### config.mk
export PLATFORM = sky130hd
export DESIGN_NAME = led_mode_ctrl
export DESIGN_NICKNAME = d
export VERILOG_FILES = /design/src/rtl/led_ctrl_pkg.sv /design/src/rtl/pwm_timebase.sv /design/src/rtl/led_mode_ctrl.sv
export SDC_FILE = /design/constraint.sdc
export NUM_CORES = 1
export LEC_CHECK = 0
export CAP_MARGIN = 5
export CORE_UTILIZATION = 62
export CTS_CLUSTER_DIAMETER = 120
export DETAILED_ROUTE_END_ITERATION = 7
export PLACE_DENSITY = 0.8
export RECOVER_POWER = 25
export SLEW_MARGIN = 10
export SYNTH_ARGS = -nofsm -noshare
export SYNTH_HDL_FRONTEND = slang
export SYNTH_SLANG_ARGS = --single-unit
### constraint.sdc
create_clock -name sys_clk -period 2.4 [get_ports sys_clk]
set_clock_uncertainty 0.1 [all_clocks]
set_input_delay 0.24 -clock sys_clk [delete_from_list [all_inputs] [get_ports sys_clk]]
set_output_delay 0.24 -clock sys_clk [all_outputs]
set_load 0.05 [all_outputs]
### src/rtl/led_ctrl_pkg.sv
// Shared mode encodings, controller state type and width helpers for the
// status LED mode controller.
package led_ctrl_pkg;

    typedef logic [1:0] mode_t;

    localparam mode_t MODE_OFF    = 2'd0;
    localparam mode_t MODE_ON     = 2'd1;
    localparam mode_t MODE_BLINK  = 2'd2;
    localparam mode_t MODE_BREATH = 2'd3;

    typedef enum logic [2:0] {
        ST_OFF,
        ST_ON,
        ST_BLINK,
        ST_BR_UP,
        ST_BR_DN,
        ST_DRAIN
    } state_e;

    // Counter width able to hold 0..n-1, never narrower than one bit.
    function automatic int cnt_width(input int n);
        return (n > 1) ? $clog2(n) : 1;
    endfunction

    function automatic state_e mode_entry_state(input mode_t m);
        case (m)
            MODE_ON:     return ST_ON;
            MODE_BLINK:  return ST_BLINK;
            MODE_BREATH: return ST_BR_UP;
            default:     return ST_OFF;
        endcase
    endfunction

endpackage

### src/rtl/pwm_timebase.sv
// Free-running PWM timebase: a tick prescaler feeding a position counter
// that spans one PWM period.
module pwm_timebase
    import led_ctrl_pkg::*;
#(
    parameter int TICK_DIV  = 100,
    parameter int PWM_STEPS = 1000,
    localparam int POS_W    = cnt_width(PWM_STEPS)
) (
    input  logic             sys_clk,
    input  logic             sys_rst_n,
    output logic [POS_W-1:0] pos,
    output logic             tick,
    output logic             period_end
);

    localparam int TDIV_W = cnt_width(TICK_DIV);
    localparam logic [TDIV_W-1:0] TICK_LAST = TDIV_W'(TICK_DIV - 1);
    localparam logic [POS_W-1:0]  POS_LAST  = POS_W'(PWM_STEPS - 1);

    logic [TDIV_W-1:0] tick_cnt_q, tick_cnt_d;
    logic [POS_W-1:0]  pos_q, pos_d;

    always_comb begin
        tick       = (tick_cnt_q == TICK_LAST);
        period_end = tick && (pos_q == POS_LAST);
        tick_cnt_d = tick ? '0 : tick_cnt_q + TDIV_W'(1);
        pos_d      = pos_q;
        if (tick) begin
            pos_d = (pos_q == POS_LAST) ? '0 : pos_q + POS_W'(1);
        end
    end

    always_ff @(posedge sys_clk or negedge sys_rst_n) begin
        if (!sys_rst_n) begin
            tick_cnt_q <= '0;
            pos_q      <= '0;
        end else begin
            tick_cnt_q <= tick_cnt_d;
            pos_q      <= pos_d;
        end
    end

    assign pos = pos_q;

endmodule

### src/rtl/led_mode_ctrl.sv
// Status LED mode controller: accepts OFF/ON/BLINK/BREATH commands and
// switches modes only on PWM period boundaries, draining BREATH to dark first.
module led_mode_ctrl
    import led_ctrl_pkg::*;
#(
    parameter int TICK_DIV      = 100,
    parameter int PWM_STEPS     = 1000,
    parameter int BLINK_PERIODS = 250
) (
    input  logic       sys_clk,
    input  logic       sys_rst_n,
    input  logic       cmd_valid,
    input  logic [1:0] cmd_mode,
    output logic       cmd_ready,
    output logic [1:0] mode_o,
    output logic       led
);

    localparam int POS_W   = cnt_width(PWM_STEPS);
    localparam int DUTY_W  = $clog2(PWM_STEPS + 1);
    localparam int BLINK_W = cnt_width(BLINK_PERIODS);

    localparam logic [DUTY_W-1:0]  DUTY_FULL  = DUTY_W'(PWM_STEPS);
    localparam logic [DUTY_W-1:0]  DUTY_NEAR  = DUTY_W'(PWM_STEPS - 1);
    localparam logic [DUTY_W-1:0]  DUTY_ONE   = DUTY_W'(1);
    localparam logic [BLINK_W-1:0] BLINK_LAST = BLINK_W'(BLINK_PERIODS - 1);

    logic [POS_W-1:0] pos;
    logic             tick;
    logic             period_end;

    pwm_timebase #(
        .TICK_DIV  (TICK_DIV),
        .PWM_STEPS (PWM_STEPS)
    ) u_timebase (
        .sys_clk    (sys_clk),
        .sys_rst_n  (sys_rst_n),
        .pos        (pos),
        .tick       (tick),
        .period_end (period_end)
    );

    state_e             state_q, state_d;
    mode_t              mode_q, mode_d;
    mode_t              pend_mode_q, pend_mode_d;
    logic               pend_q, pend_d;
    logic               ready_q, ready_d;
    logic               led_q, led_d;
    logic [DUTY_W-1:0]  duty_q, duty_d;
    logic [BLINK_W-1:0] blink_cnt_q, blink_cnt_d;

    logic accept;
    logic boundary;
    logic breathing;
    logic enter;

    always_comb begin
        state_d     = state_q;
        mode_d      = mode_q;
        pend_mode_d = pend_mode_q;
        pend_d      = pend_q;
        duty_d      = duty_q;
        blink_cnt_d = blink_cnt_q;
        enter       = 1'b0;

        accept    = cmd_valid && ready_q;
        boundary  = tick && period_end;
        breathing = (state_q == ST_BR_UP) || (state_q == ST_BR_DN);

        if (boundary) begin
            if (state_q == ST_DRAIN) begin
                if (duty_q != '0) begin
                    duty_d = duty_q - DUTY_ONE;
                end else begin
                    enter = 1'b1;
                end
            end else if (pend_q && (pend_mode_q != mode_q)) begin
                if (breathing && (duty_q != '0)) begin
                    state_d = ST_DRAIN;
                end else begin
                    enter = 1'b1;
                end
            end else begin
                // Re-requesting the running mode just retires the command;
                // the mode keeps its own rhythm undisturbed.
                pend_d = 1'b0;
                case (state_q)
                    ST_BLINK: begin
                        if (blink_cnt_q == BLINK_LAST) begin
                            blink_cnt_d = '0;
                            duty_d      = (duty_q == '0) ? DUTY_FULL : '0;
                        end else begin
                            blink_cnt_d = blink_cnt_q + BLINK_W'(1);
                        end
                    end
                    ST_BR_UP: begin
                        duty_d = duty_q + DUTY_ONE;
                        if (duty_q == DUTY_NEAR) begin
                            state_d = ST_BR_DN;
                        end
                    end
                    ST_BR_DN: begin
                        duty_d = duty_q - DUTY_ONE;
                        if (duty_q == DUTY_ONE) begin
                            state_d = ST_BR_UP;
                        end
                    end
                    default: ;
                endcase
            end

            if (enter) begin
                state_d     = mode_entry_state(pend_mode_q);
                mode_d      = pend_mode_q;
                pend_d      = 1'b0;
                blink_cnt_d = '0;
                duty_d      = ((pend_mode_q == MODE_ON) || (pend_mode_q == MODE_BLINK))
                              ? DUTY_FULL : '0;
            end
        end

        // Only accepted while idle, so this never collides with an apply.
        if (accept) begin
            pend_d      = 1'b1;
            pend_mode_d = cmd_mode;
        end

        ready_d = !pend_d && (state_d != ST_DRAIN);
        led_d   = DUTY_W'(pos) < duty_q;
    end

    always_ff @(posedge sys_clk or negedge sys_rst_n) begin
        if (!sys_rst_n) begin
            state_q     <= ST_OFF;
            mode_q      <= MODE_OFF;
            pend_mode_q <= MODE_OFF;
            pend_q      <= 1'b0;
            ready_q     <= 1'b1;
            led_q       <= 1'b0;
            duty_q      <= '0;
            blink_cnt_q <= '0;
        end else begin
            state_q     <= state_d;
            mode_q      <= mode_d;
            pend_mode_q <= pend_mode_d;
            pend_q      <= pend_d;
            ready_q     <= ready_d;
            led_q       <= led_d;
            duty_q      <= duty_d;
            blink_cnt_q <= blink_cnt_d;
        end
    end

    assign cmd_ready = ready_q;
    assign mode_o    = mode_q;
    assign led       = led_q;

endmodule

==> flow_summary.ini, run 1 <==
[final_layout]
finalInstanceArea_sq_um = 3756
drive_above_1_share = 0.1643
n_fill_cell = 375
layout_commonest_cell = dfrtp_1
antenna_cells = 0
area_growth_pct = 15.55
layout_common_cells = 44 x dfrtp_1, 33 x buf_4, 32 x nand2_1, 30 x o21ai_0, 26 x nor2_1
nets = 439

[setup_path]
path_class = reg2reg
end_kind = register
r2r-end = duty_q[3]$_DFFE_PN0P_
worstPathMaxFanout = 5
worstPathArrival_ns = 2.46
reg2reg_from = duty_q[3]$_DFFE_PN0P_
reg2reg_depth = 7
cp-endpoint = duty_q[3]$_DFFE_PN0P_
startpoint_type = register
required_ns = 2.54
reg2reg_slack_ns = 0.08
startpoint = duty_q[3]$_DFFE_PN0P_

[cts]
clkTransAtPathRegs_ns = 0.10
clock_path_buffers = 2
cts_root_buf = clkbuf_8
clock_sinks = 45
cts_tree = done
numCtsBuffers = 5
htreeDepth = 2
clock_latency_ns = 0.31

[timing]
tightest_slew_ns = 1.112
min_period_ns = 2.319
holdWs_ns = 0.4264
max_slew_margin = 0.2589
maxSlewViolCount = 0
finalWorstSetupSlack_ns = 0.08050
fmax_mhz = 431.1
period_share = 0.9665
finalHoldViolations = 0
setup_viol = 0

[floorplanning]
std_cell_rows = 25
boundaryPins = 9
die_h_um = 74.41
core-area_sq_um = 4880
dieArea_sq_um = 5537
initial_core_util = 0.6662
fp.dieW_um = 74.41

[global_routing]
antenna_found_initial = 0
grt_pass1_vias = 2899
grt_pass1_wl_um = 13200
grt_max_degree = 46
grt-ovfl-total = 0
track_usage = 0.3124

[placement]
hpwl_um = 5901
place_ws_ns = 0.06461
place_congestion = 0.9612
place_area_sq_um = 3562
portBuffers = 8

[detailed_routing]
top_layer_used = met4
vias = 3093
drt_iter0_drc = 482
m1WireLength_um = 3458
wl_um = 8179
met2WireLength_um = 4005
ant_nets = 0
dr_wl_met3_um = 581
route.detailed.drc = 0
vias_per_cell = 6.430
firstDrtPassIters = 5
wire_per_inst_um = 17.00

[run_status]
status = completed

[logic_synthesis]
synth_compound_area_frac = 0.1986
ys_warn_count = 0
syn-instance-count = 379
synthMuxAreaShare = 0.01347
synth_area_per_cell_sq_um = 8.577
syn_area_sq_um = 3251
synth_cell_types = 62
seq_area_frac_synth = 0.3468
synth_top_family_by_area = simple AND/OR/NAND/NOR gates
synthSimpleGateAreaFrac = 0.2710
synth_edf_count = 0
synth-xor-area-share = 0.04042
synth_ff_type = dfrtp_1
synthesis.nets = 405
ys_seq_elements = 45
synth_adder_area_share = 0.08083
async_flop_share = 1.000

[worst_hold_path]
hp-class = reg2reg

[flow_run]
maxCapViolations = 0

[power_and_ir_drop]
power_leakage_nw = 1.636
vdd_drop_max_uv = 288.2
power.density_nw_per_um2 = 368.5
-- worst max-delay path, cell delays in order (launching register included) --
cell,delay [ns]
dfrtp_1,0.44
nor4_4,0.42
nand4_2,0.19
buf_4,0.20
nand3_1,0.18
nand3_1,0.21
or3_1,0.42
o21ai_1,0.08
-- power by group --
| group | switching, mW | internal [mW] |
|---|---|---|
| clock network | 0.286 | 0.319 |
| registers | 0 | 0.758 |
| logic | 0.0151 | 0.00634 |
-- kinds of logic (layout without fill, tap and decap cells) --
| kind of cell | Yosys count | count (layout) |
|---|---|---|
| fa+ha+maj | 21 | 21 |
| mux | 4 | 4 |
| flops | 45 | 45 |
| xor+xnor | 15 | 15 |
| simple gates | 157 | 157 |
| compound gates | 100 | 100 |
| buf+inv | 37 | 72 |
-- per-stage QoR --
step | instances | TNS [ns] | power [mW] | util
2_1_floorplan | 379 | 0 | 0.7728 | -
3_3_place_gp | 469 | 0 | 0.7943 | 0.7300
3_5_place_dp | 469 | 0 | 0.7947 | 0.7300
4_1_cts | 478 | 0 | 1.394 | 0.7564
5_1_grt | 481 | -0.06766 | 1.422 | 0.7697
6_report | 481 | 0 | 1.384 | 0.7697
-- per-layer routing --
metal  GRT usage  up-vias
li1            -     1452
met1      0.4062     1471
met2      0.5345      151
met3     0.04472       19
met4      0.1048        0
met5           0        -
-- Yosys cell counts, drive strengths merged (2+ instances only) --
cell	number	area share
nand4	12	0.029
ha	21	0.081
and2	3	0.0058
a31oi	5	0.0096
o21ai	36	0.055
and4	3	0.0081
mux2	3	0.010
o21a	2	0.0046
a211oi	4	0.011
inv	21	0.024
clkbuf	7	0.0081
xnor2	9	0.024
nand3	25	0.038
buf	9	0.017
dfrtp	44	0.34
nand2	33	0.038
o31ai	5	0.012
nand3b	2	0.0046
nor3	12	0.022
nor4	5	0.014
a21oi	22	0.034
or3	8	0.015
nor2b	2	0.0038
nor2	29	0.040
xor2	6	0.016
or4	5	0.013
a221oi	2	0.0054
and3	7	0.013
o211ai	5	0.012
nand2b	7	0.013
a22oi	2	0.0062
a21o	4	0.0092
-- flip-flops by register name, indices dropped and copies added, names as in the netlist --
| register | count |
|---|---|
| blink_cnt_q | 8 |
| cmd_ready | 1 |
| duty_q | 10 |
| led | 1 |
| mode_o | 2 |
| pend_mode_q | 2 |
| pend_q | 1 |
| state_q | 3 |
| u_timebase.pos | 10 |
| u_timebase.tick_cnt_q | 7 |
-- layout make-up --
cell class / count / area (sq um) / area share
well taps: 67 / 83.83 / 0.02232
flip-flops and latches: 45 / 1127 / 0.3001
repair buffers: 43 / 337.8 / 0.08994
inverters: 21 / 78.83 / 0.02099
clock inverters: 3 / 50.05 / 0.01332
clock buffers: 5 / 68.82 / 0.01832
multi-input cells: 297 / 2009 / 0.5350
-- worst min path at each step --
stage	from	end	slack, ns	cells after the start
floorplan	sys_rst_n	blink_cnt_q[0]$_DFFE_PN0P_	-0.16	0
global placement	sys_rst_n	u_timebase.pos[6]$_DFFE_PN0N_	0.25	2
detailed placement	sys_rst_n	u_timebase.pos[6]$_DFFE_PN0N_	0.26	2
CTS	u_timebase.tick_cnt_q[0]$_DFF_PN0_	u_timebase.tick_cnt_q[0]$_DFF_PN0_	0.43	1
global route	cmd_mode[1]	pend_mode_q[1]$_DFFE_PN0P_	0.45	2
finish	u_timebase.tick_cnt_q[0]$_DFF_PN0_	u_timebase.tick_cnt_q[0]$_DFF_PN0_	0.43	1
-- repair_timing --
action	4_1_cts	5_1_grt
resized for setup	0	10
buffers inserted	0	3
endpoints found under the hold margin	44	0
hold buffers	1	0
setup endpoints to repair	0	10
Note: power is estimated with default switching activity, not from simulation.
==> run 2: changes to the inputs <==
Settings changed: SLEW_MARGIN 10 to not set.
==> results of run 2 <==
Same layout as run 1: the final DEF is identical, and so are final timing and power.
